**config.mk**
```make
export PLATFORM = sky130hd
export DESIGN_NAME = state_transfer_engine_flat
export DESIGN_NICKNAME = d
export VERILOG_FILES = /design/src/rtl/state_transfer_engine_if.sv /design/src/rtl/state_transfer_engine.sv /design/src/flat_wrapper.sv
export SDC_FILE = /design/constraint.sdc
export NUM_CORES = 1
export LEC_CHECK = 0
export CAP_MARGIN = 20
export CORE_ASPECT_RATIO = 0.75
export CORE_UTILIZATION = 30
export DETAILED_ROUTE_END_ITERATION = 16
export DONT_BUFFER_PORTS = 1
export PLACE_DENSITY = 0.43
export SLEW_MARGIN = 5
export SYNTH_ARGS = -nofsm -noshare
export SYNTH_HDL_FRONTEND = slang
export SYNTH_SLANG_ARGS = --single-unit
```
**constraint.sdc**
```tcl
create_clock -name clk -period 5.5 [get_ports clk]
set_clock_uncertainty 0.05 [all_clocks]
set_input_delay 0.825 -clock clk [delete_from_list [all_inputs] [get_ports clk]]
set_output_delay 0.825 -clock clk [all_outputs]
set_load 0.02 [all_outputs]
```
**src/rtl/state_transfer_engine_if.sv**
```systemverilog
// rtl/state_transfer_engine_if.sv - data-RAM port between the state transfer engine and a single-port RAM
// The engine drives the master side. Read data returns one cycle after the address.
interface state_transfer_engine_if #(
  parameter int addrBits = 8,
  parameter int dataBits = 16
);
  logic [addrBits-1:0] ramAddress;
  logic                ramReadWriteMode;
  logic [dataBits-1:0] ramDataIn;
  logic [dataBits-1:0] ramDataOut;

  modport master (
    output ramAddress,
    output ramReadWriteMode,
    output ramDataIn,
    input  ramDataOut
  );

  modport slave (
    input  ramAddress,
    input  ramReadWriteMode,
    input  ramDataIn,
    output ramDataOut
  );
endinterface

```
**src/rtl/state_transfer_engine.sv**
```systemverilog
// rtl/state_transfer_engine.sv - saves/restores a numWords process context to/from a single-port RAM
// Optional trailing XOR checksum word: define STATE_TRANSFER_CHECKSUM_EN.
module state_transfer_engine #(
  parameter int addrBits = 8,
  parameter int dataBits = 16,
  parameter int numWords = 5
) (
  input  logic                         clk,
  input  logic                         reset,
  input  logic [1:0]                   command,
  input  logic [addrBits-1:0]          baseAddress,
  input  logic [numWords*dataBits-1:0] contextIn,
  output logic [numWords*dataBits-1:0] contextOut,
  output logic                         busy,
  output logic                         done,
  output logic                         checksumError,
  state_transfer_engine_if.master      ram
);
  localparam logic RAM_READ  = 1'b0;
  localparam logic RAM_WRITE = 1'b1;
  localparam logic [1:0] CMD_SAVE    = 2'd1;
  localparam logic [1:0] CMD_RESTORE = 2'd2;

`ifdef STATE_TRANSFER_CHECKSUM_EN
  localparam int T = numWords + 1;
`else
  localparam int T = numWords;
`endif
  localparam int idxBits = $clog2(T + 1);
  localparam logic [idxBits-1:0] LAST  = idxBits'(T - 1);
  localparam logic [idxBits-1:0] FINAL = idxBits'(T);

  typedef enum logic [1:0] {IDLE, SAVE, LOAD, DONE} stateType;

  stateType            state;
  logic [idxBits-1:0]  idx;
  logic [idxBits-1:0]  capIdx;
  logic                capEn;
  logic                wasRestore;
  logic [addrBits-1:0] snapBase;
  logic [dataBits-1:0] snapWords [numWords];
  logic [dataBits-1:0] shadow [T];
  logic [dataBits-1:0] saveWord;

`ifdef STATE_TRANSFER_CHECKSUM_EN
  logic [dataBits-1:0] snapXor;
  logic [dataBits-1:0] shadowXor;

  always_comb begin
    snapXor   = '0;
    shadowXor = '0;
    for (int k = 0; k < numWords; k++) begin
      snapXor   = snapXor ^ snapWords[k];
      shadowXor = shadowXor ^ shadow[k];
    end
  end
`endif

  always_comb begin
    saveWord = '0;
    for (int k = 0; k < numWords; k++)
      if (idx == idxBits'(k)) saveWord = snapWords[k];
`ifdef STATE_TRANSFER_CHECKSUM_EN
    if (idx == idxBits'(numWords)) saveWord = snapXor;
`endif
  end

  // The state register runs one cycle ahead of the registered bus outputs:
  // the state entered at the command edge drives the RAM from the next edge on.
  always_ff @(posedge clk) begin
    if (reset) begin
      state                <= IDLE;
      idx                  <= '0;
      capIdx               <= '0;
      capEn                <= 1'b0;
      wasRestore           <= 1'b0;
      snapBase             <= '0;
      busy                 <= 1'b0;
      done                 <= 1'b0;
      checksumError        <= 1'b0;
      contextOut           <= '0;
      ram.ramAddress       <= '0;
      ram.ramReadWriteMode <= RAM_READ;
      ram.ramDataIn        <= '0;
    end else begin
      done                 <= 1'b0;
      checksumError        <= 1'b0;
      capEn                <= 1'b0;
      ram.ramReadWriteMode <= RAM_READ;
      ram.ramDataIn        <= '0;

      for (int k = 0; k < T; k++)
        if (capEn && capIdx == idxBits'(k)) shadow[k] <= ram.ramDataOut;

      unique case (state)
        IDLE: begin
          busy <= 1'b0;
          // done still high here marks the closing edge of the DONE cycle
          if (done && wasRestore)
            for (int k = 0; k < numWords; k++)
              contextOut[k*dataBits +: dataBits] <= shadow[k];
          if (!done && (command == CMD_SAVE || command == CMD_RESTORE)) begin
            snapBase   <= baseAddress;
            for (int k = 0; k < numWords; k++)
              snapWords[k] <= contextIn[k*dataBits +: dataBits];
            wasRestore <= (command == CMD_RESTORE);
            idx        <= '0;
            state      <= (command == CMD_SAVE) ? SAVE : LOAD;
          end
        end

        SAVE: begin
          busy                 <= 1'b1;
          ram.ramAddress       <= snapBase + addrBits'(idx);
          ram.ramReadWriteMode <= RAM_WRITE;
          ram.ramDataIn        <= saveWord;
          if (idx == LAST) state <= DONE;
          else             idx   <= idx + 1'b1;
        end

        LOAD: begin
          busy <= 1'b1;
          if (idx != FINAL) ram.ramAddress <= snapBase + addrBits'(idx);
          // word idx-1 is on ramDataOut during this output cycle
          if (idx != '0) begin
            capEn  <= 1'b1;
            capIdx <= idx - 1'b1;
          end
          if (idx == FINAL) state <= DONE;
          else              idx   <= idx + 1'b1;
        end

        DONE: begin
          busy  <= 1'b1;
          done  <= 1'b1;
          state <= IDLE;
`ifdef STATE_TRANSFER_CHECKSUM_EN
          // checksum word is still on ramDataOut; data words are already in shadow
          checksumError <= wasRestore && (shadowXor != ram.ramDataOut);
`endif
        end
      endcase
    end
  end
endmodule

```
**src/flat_wrapper.sv**
```systemverilog
// flat-port wrapper written by rule: the top's interface ports become plain ports
module state_transfer_engine_flat 
#(
  parameter int addrBits = 8,
  parameter int dataBits = 16,
  parameter int numWords = 5
)
  (clk, reset, command, baseAddress, contextIn, contextOut, busy, done, checksumError, ram_ramAddress, ram_ramReadWriteMode, ram_ramDataIn, ram_ramDataOut);
  state_transfer_engine_if #(.addrBits(addrBits), .dataBits(dataBits)) ram_i ();
  input  logic clk;
  input  logic reset;
  input  logic [1:0] command;
  input  logic [addrBits-1:0] baseAddress;
  input  logic [numWords*dataBits-1:0] contextIn;
  output logic [numWords*dataBits-1:0] contextOut;
  output logic busy;
  output logic done;
  output logic checksumError;
  output wire logic [$bits(ram_i.ramAddress)-1:0] ram_ramAddress;
  output wire logic [$bits(ram_i.ramReadWriteMode)-1:0] ram_ramReadWriteMode;
  output wire logic [$bits(ram_i.ramDataIn)-1:0] ram_ramDataIn;
  input wire logic [$bits(ram_i.ramDataOut)-1:0] ram_ramDataOut;
  assign ram_ramAddress = ram_i.ramAddress;
  assign ram_ramReadWriteMode = ram_i.ramReadWriteMode;
  assign ram_ramDataIn = ram_i.ramDataIn;
  assign ram_i.ramDataOut = ram_ramDataOut;
  state_transfer_engine #(.addrBits(addrBits), .dataBits(dataBits), .numWords(numWords)) u_core (.clk(clk), .reset(reset), .command(command), .baseAddress(baseAddress), .contextIn(contextIn), .contextOut(contextOut), .busy(busy), .done(done), .checksumError(checksumError), .ram(ram_i));
endmodule
```
==> flow_summary.ini <==
[outcome]
status = finished, final reports clean

[run]
maxCapViolations = 0

[layout]
fill_cells = 3312
nNetsFinal = 953
final_cell_mix = 191 x nand2_1, 160 x edfxtp_1, 125 x dfxtp_1
syn_to_final_growth_pct = 13.74
final_area_um2 = 11650
final-seq-area_um2 = 7307
multi_input_area_um2 = 2688
final_common_cell = nand2_1
final_cells = 1306
final_util_pct = 34.68
drive_gt1_share_pct = 9.765

[power]
powerDensity_nw_per_um2 = 441.5
p_leak_uw = 0.003711
total_power_uw = 5144
vdd_drop_max_v = 0.0002110

[route]
vias = 6068
drtIter0Drc = 548
wl_per_cell_um = 20.76
wirelength_um = 27110
viasPerCell = 4.646
drtAntennaViolNets = 0
drc = 0
drt-pass1-iter-count = 5

[setup_path]
crit_type = register to register
reg2reg_slack_ns = 2.73
required_ns = 5.85
endpoint_kind = register
r2r_end = u_core.ram.ramDataIn[5]
crit_path_start = u_core.idx[0]
ff2ff_path_depth = 6
r2r_start = u_core.idx[0]
worst_ep_arrival_time_ns = 3.12
crit_end = u_core.ram.ramDataIn[5]
crit_fanout = 17
setup.worst_path.start_class = register

[sta]
fin_tns_setup_ns = 0
finalCritPeriodShare_pct = 50.39
rsz0062_at_grt = false
finalHoldViolCount = 0
finalSetupViolCount = 0
finalCriticalPeriod_ns = 2.772
drv_slew = 0
timing.fmax_mhz = 360.8
slew_headroom_pct = 26.94
worst_slew_pin_slew_ns = 1.096

[place]
port_buffers = 0
dp_cells = 1244
dp_hpwl_um = 18310
gp_congestion = 0.7549
place_area_um2 = 10690

[floorplanning]
core_area_um2 = 33600
die_y_um = 162.0
row_count = 58
die_w_um = 215.4
dieArea_um2 = 34900
start_util_pct = 30.49
io_pins = 216

[global_route]
track_usage_pct = 15.19
grt_pass1_wl_um = 39520
grt_pass1_vias = 5690
grt_antenna_before_repair = 14
grt_max_degree = 114
grt_overflow_total = 0

[synth]
yosys.area_share.adder_pct = 2.272
synth_area_um2 = 10240
synthArstFlopShare_pct = 0
synth_compound_area_share_pct = 9.795
synth_top_family_by_area = simple AND/OR/NAND/NOR gates
yosysTopAreaCellShare_pct = 46.90
muxShareOfSynthArea_pct = 0.2076
yosysTopAreaCell = edfxtp_1
synth-simple-area-share_pct = 13.13
synth_xor_area_share_pct = 0.5129
synth-edff-count = 160
ys_top_cells_by_area = edfxtp_1 47%, dfxtp_1 24%, nand2_1 7.0%
yosysSeqAreaShare_pct = 71.32
synth_ff_type = edfxtp_1
synth_cells = 834
yosys.cell_types.count = 42
yosysWarnings = 0
syn_area_per_cell_um2 = 12.28
syn-num-nets = 960
ys_ff_latch = 285

[cts]
clk_pin_slew_worst_paths_ns = 0.06
cts.path.max_buffers = 3
cts-htree-levels = 1
cts_setup_buffers = 0
cts_num_sinks = 285
cts_tree = built
insertion_delay_ns = 0.55
cts_root_buf = clkbuf_16
ctsResizeCount = 0
cts_made_buffers = 30
cts_hold_buf = 0

[worst_hold_path]
hp-class = primary input to register
## through the flow
| step | setup WS, ns | hold slack [ns] |
|---|---|---|
| after floorplan | 0.1206 | 0.3906 |
| after global placement | 2.440 | 0.4061 |
| after detailed placement | 2.446 | 0.4075 |
| after CTS | 2.678 | 0.2551 |
| after global routing | 2.506 | 0.2555 |
| final | 2.728 | 0.2894 |
## layout make-up
cell class | count | area share, %
Timing Repair Buffer | 11 | 0.9449
Clock inverter | 16 | 0.9664
Tap cell | 450 | 4.832
Antenna cell | 6 | 0.1289
Clock buffer | 39 | 7.001
Sequential cell | 285 | 62.71
Multi-Input combinational cell | 488 | 23.06
Inverter | 11 | 0.3543
## where the power goes
| group | internal, uW | leakage, uW | total [uW] | switching, uW |
|---|---|---|---|---|
| clock network | 1090 | 0.000446 | 1930 | 838 |
| registers | 2420 | 0.00247 | 2540 | 123 |
| logic | 241 | 0.000795 | 678 | 436 |
| total | 3750 | 0.00371 | 5140 | 1400 |
## sequential cells by signal, indices dropped and copies added (netlist names)
name / cells
contextOut: 80
u_core.shadow: 80
u_core.snapWords: 80
u_core.ram.ramDataIn: 16
u_core.ram.ramAddress: 8
u_core.snapBase: 8
u_core.capIdx: 3
u_core.idx: 3
u_core.state: 2
u_core.busy: 1
u_core.capEn: 1
u_core.done: 1
u_core.ram.ramReadWriteMode: 1
u_core.wasRestore: 1
## critical path, stage by stage (launching register included)
cell and delay, ns:
dfxtp_1 0.42, ha_1 0.19, ha_1 0.58, or2_1 0.76, a211oi_1 0.12, a211oi_1 0.39, nor3_1 0.10
## routing by layer
layer	global-route usage, %	wire, um
met1	23.00	13340
met2	21.03	11440
met3	4.532	1820
met4	3.256	477
met5	0	35
## how the worst min path moves through the flow
stage,endpoint,slack [ns],depth (start not counted),startpoint
after detailed placement,u_core.snapBase[2],0.41,2,u_core.snapBase[2]
after floorplan,u_core.snapBase[0],0.39,2,u_core.snapBase[0]
after global routing,contextOut[1],0.26,1,reset
after global placement,u_core.capIdx[1],0.41,2,u_core.capIdx[1]
final,contextOut[79],0.29,1,reset
after CTS,u_core.snapBase[7],0.26,1,reset
## cell families after synthesis
group	count (synthesis)
buffers and inverters	61
other	1
AOI/OAI and AO/OA	166
and+or+nand+nor	295
adders and majority gates	18
xor gates and xnor gates	6
muxes	2
DFF	285
## Yosys cell counts (all sizes together) (2+ instances only)
library cell	count
xor2	2
inv	11
dfxtp	125
xnor2	4
or2	2
nand2	191
ha	17
nand3b	19
nor3	18
o2111ai	2
nor2	31
nand3	4
and2	2
clkbuf	29
edfxtp	160
buf	21
a21oi	114
nor2b	19
a211oi	39
o21ai	4
or3b	3
nand2b	3
Power figures use the tool's default switching activity.
